File: config.mk
export PLATFORM = sky130hd
export DESIGN_NAME = ifetch_unit
export DESIGN_NICKNAME = d
export VERILOG_FILES = /design/src/rtl/ifetch_unit.sv
export SDC_FILE = /design/constraint.sdc
export NUM_CORES = 1
export LEC_CHECK = 0
export BUFFER_PORTS_ARGS = -buffer_cell sky130_fd_sc_hd__buf_4
export CORE_MARGIN = 2
export CORE_UTILIZATION = 55
export CTS_CLUSTER_DIAMETER = 200
export DETAILED_ROUTE_END_ITERATION = 6
export PLACE_DENSITY = 0.87
export SETUP_SLACK_MARGIN = 0.2
export SLEW_MARGIN = 30
export SYNTH_ARGS = -nofsm -noshare
export SYNTH_HDL_FRONTEND = slang
export SYNTH_SLANG_ARGS = --single-unit
File: constraint.sdc
create_clock -name clk -period 11.2 [get_ports clk]
set_clock_uncertainty 0.2 [all_clocks]
set_input_delay 0.56 -clock clk [delete_from_list [all_inputs] [get_ports clk]]
set_output_delay 0.56 -clock clk [all_outputs]
set_load 0.02 [all_outputs]
File: src/rtl/ifetch_unit.sv
// rtl/ifetch_unit.sv - instruction fetch front end with 2-entry prefetch FIFO and branch redirect
module ifetch_unit #(
  parameter int              PC_W     = 30,
  parameter logic [PC_W-1:0] RESET_PC = '0
) (
  input  logic            clk,
  input  logic            rst,
  output logic            rom_req,
  output logic [PC_W-1:0] rom_pc,
  input  logic            rom_ack,
  input  logic [15:0]     rom_instruction,
  input  logic            br_valid,
  input  logic [PC_W-1:0] br_target,
  output logic            dec_valid,
  output logic [15:0]     dec_instr,
  output logic [PC_W-1:0] dec_pc,
  input  logic            dec_ready
);

  localparam logic [1:0] S_BOOT  = 2'd0;
  localparam logic [1:0] S_FETCH = 2'd1;
  localparam logic [1:0] S_REDIR = 2'd2;

  logic [1:0]      state_q, state_d;
  logic [PC_W-1:0] fetch_pc_q, fetch_pc_d;
  logic [1:0]      count_q, count_d;
  logic            head_q, head_d;
  logic            tail_q, tail_d;
  logic [15:0]     instr_q [2];
  logic [PC_W-1:0] pc_q    [2];

  logic push, pop;
  logic unused_br_lsb;

  assign unused_br_lsb = br_target[0];

  assign rom_req   = (state_q == S_FETCH) && (count_q != 2'd2);
  assign rom_pc    = fetch_pc_q;
  assign dec_valid = (count_q != 2'd0);
  assign dec_instr = dec_valid ? instr_q[head_q] : 16'h0000;
  assign dec_pc    = dec_valid ? pc_q[head_q] : '0;

  // A redirect overrides any completion or pop in the same cycle.
  assign push = rom_req & rom_ack & ~br_valid;
  assign pop  = dec_valid & dec_ready & ~br_valid;

  always_comb begin
    state_d    = state_q;
    fetch_pc_d = fetch_pc_q;
    count_d    = count_q;
    head_d     = head_q;
    tail_d     = tail_q;
    if (br_valid) begin
      state_d    = S_REDIR;
      fetch_pc_d = {br_target[PC_W-1:1], 1'b0};
      count_d    = 2'd0;
      head_d     = 1'b0;
      tail_d     = 1'b0;
    end else begin
      case (state_q)
        S_BOOT:  state_d = S_FETCH;
        S_REDIR: state_d = S_FETCH;
        S_FETCH: state_d = S_FETCH;
        default: state_d = S_FETCH;
      endcase
      if (push) begin
        fetch_pc_d = fetch_pc_q + PC_W'(2);
        tail_d     = ~tail_q;
      end
      if (pop) begin
        head_d = ~head_q;
      end
      case ({push, pop})
        2'b10:   count_d = count_q + 2'd1;
        2'b01:   count_d = count_q - 2'd1;
        default: count_d = count_q;
      endcase
    end
  end

  always_ff @(posedge clk or posedge rst) begin
    if (rst) begin
      state_q    <= S_BOOT;
      fetch_pc_q <= RESET_PC;
      count_q    <= 2'd0;
      head_q     <= 1'b0;
      tail_q     <= 1'b0;
    end else begin
      state_q    <= state_d;
      fetch_pc_q <= fetch_pc_d;
      count_q    <= count_d;
      head_q     <= head_d;
      tail_q     <= tail_d;
    end
  end

  always_ff @(posedge clk or posedge rst) begin
    if (rst) begin
      instr_q[0] <= 16'h0000;
      instr_q[1] <= 16'h0000;
      pc_q[0]    <= '0;
      pc_q[1]    <= '0;
    end else if (push) begin
      instr_q[tail_q] <= rom_instruction;
      pc_q[tail_q]    <= fetch_pc_q;
    end
  end

endmodule

==> results.ini, run 1 <==
[timing]
worst_slew_pin_slew_ps=930
setup_viol=0
max_slew_margin=0.379
rsz0062_at_grt=no
finalCritPeriodShare=0.285
hold_violations=0
finalSetupTns_ps=0
slew_violations=0
max_freq_mhz=313
period_needed_ps=3190
hold_ws_ps=52.1

[critical_path]
cp_common_cell=buf_4
cp-start-kind=input port
crit_fanout=46
required_ps=11400
critical_path.cell_chain=buf_4 > inv_1 > nand4_1 > buf_4 > mux2_2
cpPeakStageDelay_ps=880
path_class=input port to flop
cpMaxStageDelayCell=nand4_1
cp-end-kind=flop
arrival_ps=3390

[logic_synthesis]
syn-instance-count=537
syn_area_sq_um=6090
yosysWarnings=0
ys_ff_latch=125
ys_types=45
avgSynthCellArea_sq_um=11.3
synth_seq_area_share=0.513
synthArstFlopShare=1.00
synth_enable_flop_cells=0
synth-main-ff-cell=dfrtp_1

[route]
drt_pass1_iterations=7
antenna_left=0
post_drt_wl_per_cell_um=18.1
drt-total-wl_um=14500
post-route-drc-count=0
vias=4750
first_iter_violations=305
viasPerCell=5.93

[floorplanning]
core_sq_um=10800
die_area_sq_um=11900
die_h_um=109
die_w_um=109
pin_count=129
start_util=0.562
row_count=38

[clock_network]
numCtsBuffers=17
root_buffer=clkbuf_8
clk_pin_slew_ps=60
cts_max_level=4
clockBufferDepth=2
clk_latency_ps=520
cts_setup_buffers=0
cts_tree=yes
cts.sinks=125

[power]
swShare=0.258
clockPowerShare=0.407
power.net_switching_mw=0.351
cellLeakagePower_nw=3.46
p_seq_frac=0.432
peakVddDrop_mv=0.107
power_density_nw_per_um2=176
pwr-share-comb=0.161
p_int_mw=1.01

[finish]
nFillCells=730
fin_util=0.715
nets=700
syn_to_final_growth_pct=27.3
antenna_cells=0
drive_gt1_frac=0.392

[global_routing]
grt_max_degree=69
track_usage=0.259
grt_pass1_vias=4714
met1_usage=0.330
grt-busiest-layer=met2
grt_pass1_wl_um=23600
gr-usage-met3=0.0628
grt_overflow=0
met2_usage=0.432
antenna_found_initial=0

[placement]
place_congestion=0.759
place_hpwl_um=9450
portBuffers=125

[status]
run_status=complete, no violations

[run]
maxCapViolations=0

[min_path]
holdCritPathClass=input port to flop

==> synthesized netlist by cell type (all sizes together) (3+ instances only) <==
library cell  instances  area [sq um]
o21ai                12          60.1
and3                  3          18.8
nor4                  4          25.0
inv                   7          26.3
a221o                 3          30.0
nor3                  8          45.0
o31ai                10          75.1
mux2i                47           470
or4                  12          93.8
dfrtp               125          3130
nor2                 67           251
or3                   5          31.3
nor2b                 5          31.3
nand2                21          78.8
buf                  15          80.1
a31oi                12          75.1
nand4                14          93.8
a22oi                 3          22.5
nand3                14          70.1
mux2                 90          1010
clkbuf               27           103
xor2                  4          35.0
xnor2                 6          52.6
==> layout by cell type (no fill, tap or decap), types with 13 or more instances in the layout <==
master,n
clkbuf_16,16
nand2_1,21
dfrtp_1,124
mux2i_1,47
buf_4,130
nor2_1,66
nand4_1,13
mux2_2,90
nand3_1,14
==> cell type report <==
| class | instances | area, sq um | area share |
|---|---|---|---|
| clock inverter | 10 | 136 | 0.0176 |
| clock buffer | 22 | 473 | 0.0610 |
| inverter | 7 | 28.8 | 0.00371 |
| timing repair buffer | 133 | 1040 | 0.134 |
| sequential | 125 | 3130 | 0.403 |
| tap | 140 | 175 | 0.0226 |
| multi-input combinational | 364 | 2770 | 0.357 |
==> flip-flops by register name, indices dropped and copies added (netlist names) <==
name / count
state_q: 2
head_q: 1
instr_q: 32
tail_q: 1
rom_pc: 29
count_q: 2
pc_q: 58
==> per-layer routing <==
metal / vias to the layer above / part of all wire / wire length (um)
li1: 2166 / - / -
met1: 2373 / 0.42 / 6040
met2: 188 / 0.50 / 7200
met3: 23 / 0.071 / 1020
met4: 0 / 0.017 / 242
met5: - / 0 / 0
==> final timing paths <==
kind | from | slack (ps) | to | cells past startpoint
worst max register to register | count_q[1]$_DFFE_PP0P_ | 8220 | instr_q[10]$_DFFE_PP0P_ | 5
worst min-delay path | br_target[1] | 50 | rom_pc[1]$_DFFE_PP0P_ | 3
worst max-delay path | br_valid | 8010 | instr_q[10]$_DFFE_PP0P_ | 5
min in group asynchronous | rst | 520 | instr_q[3]$_DFFE_PP0P_ | 3
worst min register to register | pc_q[32]$_DFFE_PP0P_ | 300 | pc_q[32]$_DFFE_PP0P_ | 1
max in group asynchronous | rst | 8940 | rom_pc[12]$_DFFE_PP0P_ | 4
==> worst max-delay path: cells and delay by family <==
kind,cells,cell delay [ps]
buffers and inverters,3,1570
AND/OR/NAND/NOR,1,880
multiplexers,1,340
==> power groups by stage <==
stage / clock network, mW / logic, mW / registers (mW)
final: 0.554 / 0.219 / 0.588
after global routing: 0.586 / 0.239 / 0.599
after CTS: 0.563 / 0.222 / 0.588
after detailed placement: 0 / 0.220 / 0.595
after global placement: 0 / 0.208 / 0.586
after floorplan: 0 / 0.145 / 0.587
==> stage by stage <==
step	setup slack (ps)	cell area, sq um	std cells	power, mW
after global placement	7530	7080	766	0.795
final	8010	7760	801	1.36
after global routing	7770	7760	801	1.42
after CTS	8020	7760	801	1.37
after floorplan	7110	6100	538	0.732
after detailed placement	7490	7140	768	0.815
==> logic make-up (layout without fill, tap and decap cells) <==
| kind of cell | Yosys count | after routing | share of synthesized area |
|---|---|---|---|
| xor+xnor | 10 | 10 | 0.0144 |
| compound gates | 51 | 51 | 0.0575 |
| simple gates | 163 | 163 | 0.134 |
| other cells | 1 | 2 | 0.000616 |
| mux | 137 | 137 | 0.244 |
| flops | 125 | 125 | 0.513 |
| buf+inv | 49 | 172 | 0.0343 |
| fa+ha+maj | 1 | 1 | 0.00205 |
==> repair_timing <==
action / CTS / global route
gates resized for setup: 0 / 0
hold buffers: 1 / 0
hold endpoints to repair: 57 / 0
(Power assumes the default switching activity.)
==> run 2, diff against run 1 <==
--- a/config.mk
+++ b/config.mk
@@ -5,12 +5,13 @@
 export SDC_FILE = /design/constraint.sdc
 export NUM_CORES = 1
 export LEC_CHECK = 0
+export ABC_AREA = 1
 export BUFFER_PORTS_ARGS = -buffer_cell sky130_fd_sc_hd__buf_4
 export CORE_MARGIN = 2
-export CORE_UTILIZATION = 55
+export CORE_UTILIZATION = 50
 export CTS_CLUSTER_DIAMETER = 200
 export DETAILED_ROUTE_END_ITERATION = 6
-export PLACE_DENSITY = 0.87
+export PLACE_DENSITY = 0.83
 export SETUP_SLACK_MARGIN = 0.2
 export SLEW_MARGIN = 30
 export SYNTH_ARGS = -nofsm -noshare
==> constraint.sdc (replaced) <==
create_clock -name clk -period 2.85 [get_ports clk]
set_clock_uncertainty 0.2 [all_clocks]
set_input_delay 0.1425 -clock clk [delete_from_list [all_inputs] [get_ports clk]]
set_output_delay 0.1425 -clock clk [all_outputs]
set_load 0.02 [all_outputs]
==> run 2 against run 1 <==
Non-clock buffer count is 70 higher. Combinational power grew to 11 times the previous value. Cell area is 14% higher. Sequential power grew to 4.3 times the previous value. Final cell count is 49% higher. Clock power grew to 4.2 times the previous value. Via count is 32% higher. Synthesized cell count is 54% higher. Sequential share of layout area is 5.0 points lower. Hold slack worse by 31 ps. Critical path type is now flop to output port. Highest routed layer unchanged.
==> results.ini, run 2 <==
[clock_network]
root_buffer=clkbuf_16  ; was clkbuf_8
cts_tree=yes  ; unchanged
clk_latency_ps=410  ; was 520 ps
clk_pin_slew_ps=50  ; was 60 ps
clockBufferDepth=2  ; unchanged
cts_max_level=4  ; unchanged
numCtsBuffers=17  ; unchanged
cts_setup_buffers=0  ; unchanged
cts.sinks=125  ; unchanged

[critical_path]
cp.depth=6  ; was 5
cp-start-kind=flop  ; was input port
crit_fanout=29  ; was 46
cpPeakStageDelay_ps=370  ; was 880 ps
arrival_ps=1980  ; was 3390 ps
path_class=flop to output port  ; was input port to flop
rr_worst_depth=7  ; was 5
cp-end-kind=output port  ; was flop
r2r_start=rom_pc[3]$_DFFE_PP0P_  ; was count_q[1]$_DFFE_PP0P_
cp_num_buf_inv=4  ; was 3
crit_start=head_q$_DFFE_PP0P_  ; was br_valid
cp_common_cell=buf_4  ; unchanged
cpMaxStageDelayCell=dfrtp_1  ; was nand4_1
required_ps=2510  ; was 11,400 ps
critical_path.cell_chain=inv_1 > buf_4 > buf_4 > nand2_1 > a21oi_1 > buf_4  ; was buf_4 > inv_1 > nand4_1 > buf_4 > mux2_2
cp_top_family=buffers and inverters  ; unchanged

[timing]
worst_slew_pin_slew_ps=673  ; was 930 ps
rsz0062_at_grt=no  ; unchanged
finalSetupTns_ps=0  ; unchanged
hold_violations=0  ; unchanged
slew_violations=0  ; unchanged
setup_viol=0  ; unchanged
finalCritPeriodShare=0.815
period_needed_ps=2320
max_slew_margin=0.551  ; was 0.379
max_freq_mhz=430

[logic_synthesis]
synth_seq_area_share=0.475  ; was 0.513
synth_top_area_cell=dfrtp_1  ; unchanged
syn-instance-count=825  ; was 537
syn_area_sq_um=6580  ; was 6090 sq um
synth_enable_flop_cells=0  ; unchanged
synthArstFlopShare=1.00  ; unchanged
ys_types=33  ; was 45
synth_area_leaders=dfrtp_1 (48%), nand2_1 (19%), o21ai_2 (8.1%)  ; was dfrtp_1 (51%), mux2_2 (17%), mux2i_1 (7.7%)
yosysTopAreaCellShare=0.475  ; was 0.513
synth_compound_area_frac=0.159  ; was 0.0575
synth_xor_area_frac=0.0186  ; was 0.0144
synth.mux.area_fraction=0  ; was 0.244
yosys.area_share.simple=0.263  ; was 0.134
yosysWarnings=0  ; unchanged
synth_top_family_by_area=simple AND/OR/NAND/NOR gates  ; was multiplexers
ys_top_cells_by_count=nand2_1 (329), dfrtp_1 (125), o21ai_2 (61), inv_1 (56)  ; was dfrtp_1 (125), mux2_2 (90), nor2_1 (67), mux2i_1 (47), clkbuf_1 (26)
synth-main-ff-cell=dfrtp_1  ; unchanged
ys_ff_latch=125  ; unchanged
synth_most_common_cell=nand2_1  ; was dfrtp_1
synthAdderAreaFrac=0.00190  ; was 0.00205
avgSynthCellArea_sq_um=7.98  ; was 11.3 sq um

[power]
cellLeakagePower_nw=4.23  ; was 3.46 nW
power_density_nw_per_um2=811  ; was 176 nW/um^2
peakVddDrop_mv=0.404  ; was 0.107 mV

[finish]
largest_reg_flops=58  ; unchanged
largest_register=pc_q  ; unchanged
final_common_cell=nand2_1  ; was buf_4
antenna_cells=0  ; unchanged
nets=1059  ; was 700
nFillCells=1008  ; was 730
drive_gt1_frac=0.237  ; was 0.392
fin_cells=1191  ; was 801
final_cell_mix=nand2_1 (329), buf_4 (132), dfrtp_1 (125), dlygate4sd3_1 (69), o21ai_2 (61)  ; was buf_4 (130), dfrtp_1 (124), mux2_2 (90), nor2_1 (66), mux2i_1 (47)
syn_to_final_growth_pct=34.6  ; was 27.3%

[floorplanning]
die_w_um=119  ; was 109 um
row_count=41  ; was 38
die_h_um=119  ; was 109 um
pin_count=129  ; unchanged
start_util=0.517  ; was 0.562
core_sq_um=12700  ; was 10,800 sq um
die_area_sq_um=14100  ; was 11,900 sq um

[route]
post_drt_wl_per_cell_um=15.4  ; was 18.1 um
viasPerCell=5.26  ; was 5.93
post-route-drc-count=0  ; unchanged
vias=6263  ; was 4,750
drt_pass1_iterations=5  ; was 7
first_iter_violations=614  ; was 305
antenna_left=0  ; unchanged
drt-total-wl_um=18300  ; was 14,500 um

[global_routing]
grt_overflow=0  ; unchanged
antenna_found_initial=0  ; unchanged
track_usage=0.269  ; was 0.259
grt_pass1_vias=6189  ; was 4,714
grt_pass1_wl_um=30000  ; was 23,600 um
grt_max_degree=92  ; was 69

[placement]
portBuffers=125  ; unchanged
place_hpwl_um=10900  ; was 9450 um
dp_cells=1091  ; was 768
place_congestion=0.897  ; was 0.759

[min_path]
holdCritStartpoint=rom_ack  ; was br_target[1]
holdCritPathClass=input port to flop  ; unchanged
whs_path_depth=4  ; was 3

[status]
run_status=complete, no violations  ; unchanged

[run]
maxCapViolations=0  ; unchanged

-- run 2: cell types whose count changed in the layout (fill, tap and decap cells not counted), moves of 30 or more --
cell,delta
dlygate4sd3_1,+68
mux2i_1,-47
o21ai_1,+30
a21oi_1,+44
inv_1,+49
nand2_1,+308
mux2_2,-90
o21ai_2,+61
-- run 2: routing by layer --
| layer | GRT usage | wire, um | share of wire | vias to the layer above |
|---|---|---|---|---|
| met1 | 0.350 | 7730 | 0.42 | 2941 |
| li1 | - | - | - | 2984 |
| met3 | 0.0516 | 1220 | 0.067 | 44 |
| met2 | 0.438 | 8800 | 0.48 | 294 |
| met4 | 0.120 | 574 | 0.031 | 0 |
| met5 | 0 | 0 | 0 | - |
-- run 2: metrics by stage --
step,total power [mW],cell area [sq um],hold slack (ps),setup WS [ps],utilization
after detailed placement,4.77,7530,69.6,881,0.592
after global routing,7.55,8860,63.4,419,0.696
after CTS,7.18,8860,5.44,519,0.696
after global placement,4.70,7530,58.7,917,0.592
after floorplan,3.94,6590,-26.1,968,-
final,7.18,8860,21.4,526,0.696
-- run 2: timing repair --
item,in CTS,in global routing
gates resized for setup,0,0
hold buffers,69,0
endpoints found under the hold margin,87,0
-- run 2: cell type report --
type	instances	area, sq um	area share
Clock inverter	6	130	0.0147
Inverter	61	233	0.0263
Timing Repair Buffer	203	1720	0.194
Tap cell	172	215	0.0243
Clock buffer	25	505	0.0571
Multi-Input combinational cell	599	2920	0.330
Sequential cell	125	3130	0.353
-- run 2: report_power, final --
part	internal (mW)	total (mW)	switching, mW
logic	0.914	2.35	1.44
clock network	1.57	2.32	0.750
registers	2.20	2.50	0.301
total	4.69	7.18	2.49
-- run 2: tightest hold or removal path: cells and delay by family --
kind	cells	cell delay (ps)
buffers and inverters	1	130
AND/OR/NAND/NOR	2	180
AO/OA/AOI/OAI	1	140
-- run 2: final timing paths --
check | to | slack, ps
worst max-delay path | dec_instr[0] | 530
worst min-delay path | rom_pc[5]$_DFFE_PP0P_ | 20
worst max register to register | rom_pc[8]$_DFFE_PP0P_ | 600
worst min register to register | pc_q[45]$_DFFE_PP0P_ | 280
max in group asynchronous | rom_pc[22]$_DFFE_PP0P_ | 1590
min in group asynchronous | rom_pc[7]$_DFFE_PP0P_ | 190
-- run 2: kinds of logic after synthesis --
family,Yosys count
simple gates,424
compound gates,158
flops,125
buf+inv,102
xor+xnor,14
fa+ha+maj,1
other cells,1
